===== config.mk =====
export PLATFORM = sky130hd
export DESIGN_NAME = mem_sequencer
export DESIGN_NICKNAME = d
export VERILOG_FILES = /design/src/rtl/mem_pkg.sv /design/src/rtl/mem_sequencer_load_ext.sv /design/src/rtl/mem_sequencer.sv
export SDC_FILE = /design/constraint.sdc
export NUM_CORES = 1
export LEC_CHECK = 0
export BUFFER_PORTS_ARGS = -buffer_cell sky130_fd_sc_hd__buf_2
export CORE_MARGIN = 1.5
export CORE_UTILIZATION = 53
export CTS_CLUSTER_SIZE = 25
export DETAILED_ROUTE_END_ITERATION = 12
export GPL_TIMING_DRIVEN = 0
export HOLD_SLACK_MARGIN = 0.06
export PLACE_DENSITY = 0.77
export SLEW_MARGIN = 20
export SYNTH_ARGS = -nofsm -noshare
export SYNTH_HDL_FRONTEND = slang
export SYNTH_SLANG_ARGS = --single-unit

===== constraint.sdc =====
create_clock -name clk -period 3.1 [get_ports clk]
set_clock_uncertainty 0.2 [all_clocks]
set_input_delay 0.31 -clock clk [delete_from_list [all_inputs] [get_ports clk]]
set_output_delay 0.31 -clock clk [all_outputs]
set_load 0.005 [all_outputs]

===== src/rtl/mem_pkg.sv =====
// mem_pkg: shared states, transfer sizes and size decode for the memory sequencer
package mem_pkg;
  typedef enum logic [1:0] {IDLE, XFER, DONE} state_t;
  localparam logic [2:0] SZ_B = 3'd1;
  localparam logic [2:0] SZ_H = 3'd2;
  localparam logic [2:0] SZ_W = 3'd4;
  // Illegal sizes fall back to a full word.
  function automatic logic [2:0] size_to_beats(input logic [2:0] size);
    return (size == SZ_B || size == SZ_H) ? size : SZ_W;
  endfunction
endpackage


===== src/rtl/mem_sequencer_load_ext.sv =====
// load_ext: assembles the byte-lane register into a sign- or zero-extended word
module load_ext import mem_pkg::*; (
  input  logic [31:0] lanes,
  input  logic [2:0]  size,
  input  logic        sgn,
  output logic [31:0] data
);
  logic [2:0] n;
  logic       fill;
  // Fill the bytes above the access size with the top received byte's sign or zero.
  always_comb begin
    n = size_to_beats(size);
    fill = sgn & (n == SZ_B ? lanes[7] : n == SZ_H ? lanes[15] : lanes[31]);
    data = n == SZ_B ? {{24{fill}}, lanes[7:0]} : n == SZ_H ? {{16{fill}}, lanes[15:0]} : lanes;
  end
endmodule


===== src/rtl/mem_sequencer.sv =====
// mem_sequencer: splits loads/stores into little-endian byte beats over a req/ack bus
module mem_sequencer import mem_pkg::*; #(
  parameter int TIMEOUT = 255,
  parameter int ADDR_W  = 32
) (
  input  logic              clk,
  input  logic              rst_n,
  input  logic              start,
  input  logic              mem_read,
  input  logic              mem_write,
  input  logic [2:0]        xfer_size,
  input  logic              load_signed,
  input  logic [ADDR_W-1:0] addr,
  input  logic [31:0]       wdata,
  output logic              stall,
  output logic              done,
  output logic              err,
  output logic [31:0]       rdata,
  output logic              bus_req,
  output logic              bus_we,
  output logic [ADDR_W-1:0] bus_addr,
  output logic [7:0]        bus_wdata,
  input  logic [7:0]        bus_rdata,
  input  logic              bus_ack
);
  localparam int WW = TIMEOUT > 1 ? $clog2(TIMEOUT + 1) : 1;
  state_t            state;
  logic [ADDR_W-1:0] a;
  logic [31:0]       wd, lanes, lanes_nx, ext;
  logic [2:0]        size;
  logic              sgn, we, op, last, tmo;
  logic [1:0]        beat;
  logic [WW-1:0]     wcnt;
  load_ext u_ext (.lanes(lanes_nx), .size(size), .sgn(sgn), .data(ext));
  // Bus drive and pipeline stall derived from the current beat; stall must see a new op immediately.
  always_comb begin
    op = start && (mem_read || mem_write);
    stall = (state == IDLE && op) || state == XFER;
    bus_req = state == XFER;
    bus_we = state == XFER && we;
    bus_addr = a + ADDR_W'(beat);
    bus_wdata = wd[8*beat +: 8];
    lanes_nx = lanes;
    lanes_nx[8*beat +: 8] = bus_rdata;
    last = {1'b0, beat} == size_to_beats(size) - 3'd1;
    tmo = TIMEOUT != 0 && wcnt == WW'(TIMEOUT - 1);
  end
  // Access FSM: latch the op, step beats on ack, abort on timeout, pulse done for one cycle.
  always_ff @(posedge clk) begin
    if (!rst_n) begin
      state <= IDLE;
      a <= '0;
      wd <= '0;
      lanes <= '0;
      size <= '0;
      sgn <= 1'b0;
      we <= 1'b0;
      beat <= '0;
      wcnt <= '0;
      done <= 1'b0;
      err <= 1'b0;
      rdata <= '0;
    end else begin
      done <= 1'b0;
      err <= 1'b0;
      case (state)
        IDLE: if (op) begin
          state <= XFER;
          a <= addr;
          wd <= wdata;
          size <= xfer_size;
          sgn <= load_signed;
          we <= mem_write;
          beat <= '0;
          wcnt <= '0;
          lanes <= '0;
          rdata <= '0;
        end
        XFER: if (bus_ack) begin
          lanes <= lanes_nx;
          beat <= beat + 2'd1;
          wcnt <= '0;
          if (last) begin
            state <= DONE;
            done <= 1'b1;
            rdata <= we ? '0 : ext;
          end
        end else if (tmo) begin
          state <= DONE;
          done <= 1'b1;
          err <= 1'b1;
          rdata <= '0;
        end else begin
          wcnt <= wcnt + 1'b1;
        end
        default: state <= IDLE;
      endcase
    end
  end
endmodule


==> impl_results.md <==
- Run status: finished, final reports clean
- Power Total: 0.00483 W
- Synthesis-stage register bit count: 147
- Max Freq: 0.335 GHz
- Leakage: 3.79 nW
- Clk buf depth: 2
- Die area: 13700 um^2
- Vias in the first global route: 6765
- Post-synthesis sequential area ratio: 42.6%
- Number of enable flip-flop cells after synthesis: 0
- Total track usage: 31.5%
- Reg2Reg Launch Point: beat[1]
- Fillers: 971
- Arrival time at the worst endpoint: 2480 ps
- Die H: 117 um
- Hold Path Stages: 3
- Share of layout cells above drive strength 1: 22.7%
- Global route total overflow: 0
- Post-synth ARST share: 0%
- Final Max Slew Viols: 0
- # diodes: 0
- Largest net degree at the start of global routing: 17
- Dpl cell area: 7920 um^2
- Critical path class: reg -> out
- Max VDD drop: 0.370 mV
- Yosys cell types: 56
- RR Endpoint: rdata[25]
- Vias: 7088
- Synthesis-to-layout area growth: 35.8%
- Ys flop type: dfxtp_1
- Total Routed Length: 21.3 mm
- Min-Delay Path Class: in -> reg
- Worst-path clk slew: 60 ps
- Number of I/O pins: 159
- Detail Route Antenna Nets: 0
- Worst endpoint required time: 2590 ps
- Initial detailed-routing violation count: 619
- Final Cycle Share: 96.4%
- Most common cell after layout, fill and taps aside: nand2_1
- Nets: 1182
- Clk root buf: clkbuf_16
- DP Worst Slack: -409 ps
- Worst Setup End Kind: primary output
- DRT Pass-1 Iters: 6
- Worst Hold End: lanes[27]
- Commonest non-fill, non-tap cells in the layout: nand2_1, buf_2, dfxtp_1
- Design area: 9390 um^2
- Post-DR wirelength/cell: 16.7 um
- CP max FO: 10
- Sink Count: 147
- Core area: 12700 um^2
- Worst-Skew Late Latency: 410 ps
- Post-route DRC: 0
- Flop-to-flop setup slack: 170 ps
- Slew headroom: 45.2%
- I/O Buffers: 157
- Minimum clock period: 2990 ps
- Initial Util: 54.6%
- Pin slew with the least headroom to its limit: 816 ps
- Synth Net Count: 931
- Hpwl dp: 13.8 mm
- First-pass GRT wire length: 33.4 mm
- Synthesis Warnings: 0
- Die width: 117 um
- Final hold violation count: 0
- Final Setup Violations: 0
- Post-Synthesis Cells: 838
- Initial antenna violation count: 0
- Num CTS Buffers: 17
- RePlAce Congestion: 0.851
- R2R cell count: 9
- PnR worst setup slack: 111 ps
- Startpoint types: register
- Hold path start: bus_rdata[3]
- Pwr dens: 514 nW/um^2
- Synthesized area per cell: 8.25 um^2
- Drt via density: 5.57
- CTS tree: yes
- Post-Syn Area: 6910 um^2
- FP Rows: 41
- # H-tree levels: 4
- MaxCap Viol Count: 0
[worst max-delay path by stage]
stage,startpoint,end,cells past startpoint
after global routing,beat[1],bus_addr[28],9
after CTS,beat[0],bus_addr[31],7
after detailed placement,beat[1],bus_addr[28],9
after floorplan,beat[1],rdata[23],10
final,beat[1],bus_addr[28],9
after global placement,beat[1],bus_addr[30],9
[flip-flops by register name (all words and copies together) (netlist names), 2 cells and up]
name / cells
lanes: 32
wcnt: 8
size: 3
wd: 32
rdata: 32
beat: 2
a: 32
state: 2
[final cells by class]
| class | count | area [um^2] | share of cell area [%] |
|---|---|---|---|
| Buffer | 49 | 225 | 2.40 |
| Clock buffer | 21 | 480 | 5.12 |
| Clock inverter | 9 | 153 | 1.63 |
| Inverter | 14 | 52.6 | 0.560 |
| Multi-Input combinational cell | 627 | 3770 | 40.2 |
| Sequential cell | 147 | 2950 | 31.4 |
| Tap cell | 172 | 215 | 2.29 |
| Timing Repair Buffer | 233 | 1540 | 16.4 |
[Yosys cell counts, drive strengths merged (9+ instances only)]
cell type / instances / area share, %
inv: 14 / 0.76
xnor2: 35 / 4.5
nor2b: 18 / 1.6
nand3: 24 / 1.9
o21ai: 40 / 2.9
ha: 10 / 1.8
a22oi: 9 / 0.98
o22ai: 24 / 4.0
nand2: 223 / 12
nor3: 9 / 0.72
buf: 10 / 1.0
clkbuf: 40 / 2.2
dfxtp: 147 / 43
a21oi: 105 / 7.7
a221oi: 15 / 2.0
nor2: 32 / 1.8
[power by group]
group          switching, W  internal (W)  total, W
registers         0.0000613       0.00195   0.00202
clock network      0.000774       0.00142   0.00219
logic              0.000353      0.000265  0.000618
[kinds of logic (layout without fill, tap and decap cells)]
family / Yosys count / count (layout) / share of synthesized area, %
and+or+nand+nor: 359 / 359 / 24.1
DFF: 147 / 147 / 42.6
xor gates and xnor gates: 40 / 40 / 5.18
buffers and inverters: 64 / 326 / 3.93
muxes: 9 / 9 / 2.75
adders and majority gates: 11 / 11 / 2.10
AOI/OAI and AO/OA: 208 / 208 / 19.4
[repair_timing]
item,CTS,global route
pin swaps,1,1
endpoints found under the setup margin,39,35
gates resized for setup,11,9
endpoints found under the hold margin,75,0
hold buffers,74,0
buffers inserted,0,2
[metal layers]
metal / routed length, um / track usage, % / part of all wire [%] / up-vias
met2: 10300 / 53.3 / 48 / 330
li1: - / - / - / 3415
met3: 1560 / 6.64 / 7.3 / 59
met5: 0 / 0 / 0 / -
met4: 684 / 12.5 / 3.2 / 0
met1: 8750 / 39.4 / 41 / 3284
[through the flow]
| step | TNS, ps | hold slack, ps | utilization, % | instances |
|---|---|---|---|---|
| floorplan | 0 | 217 | - | 838 |
| global placement | -5650 | 227 | 62.5 | 1167 |
| detailed placement | -6370 | 235 | 62.5 | 1167 |
| CTS | 0 | 70.5 | 73.6 | 1271 |
| global route | -25.3 | 82.8 | 74.1 | 1272 |
| finish | 0 | 87.6 | 74.1 | 1272 |
[worst max-delay path, cell delays in order, from the launching register on]
cell and delay (ps):
dfxtp_2 390, clkbuf_8 200, inv_1 120, fa_2 410, nor2b_4 180, nand2_4 100, nor3_4 210, nand2_1 140
xnor2_2 170, buf_2 140
(Power assumes the default switching activity.)
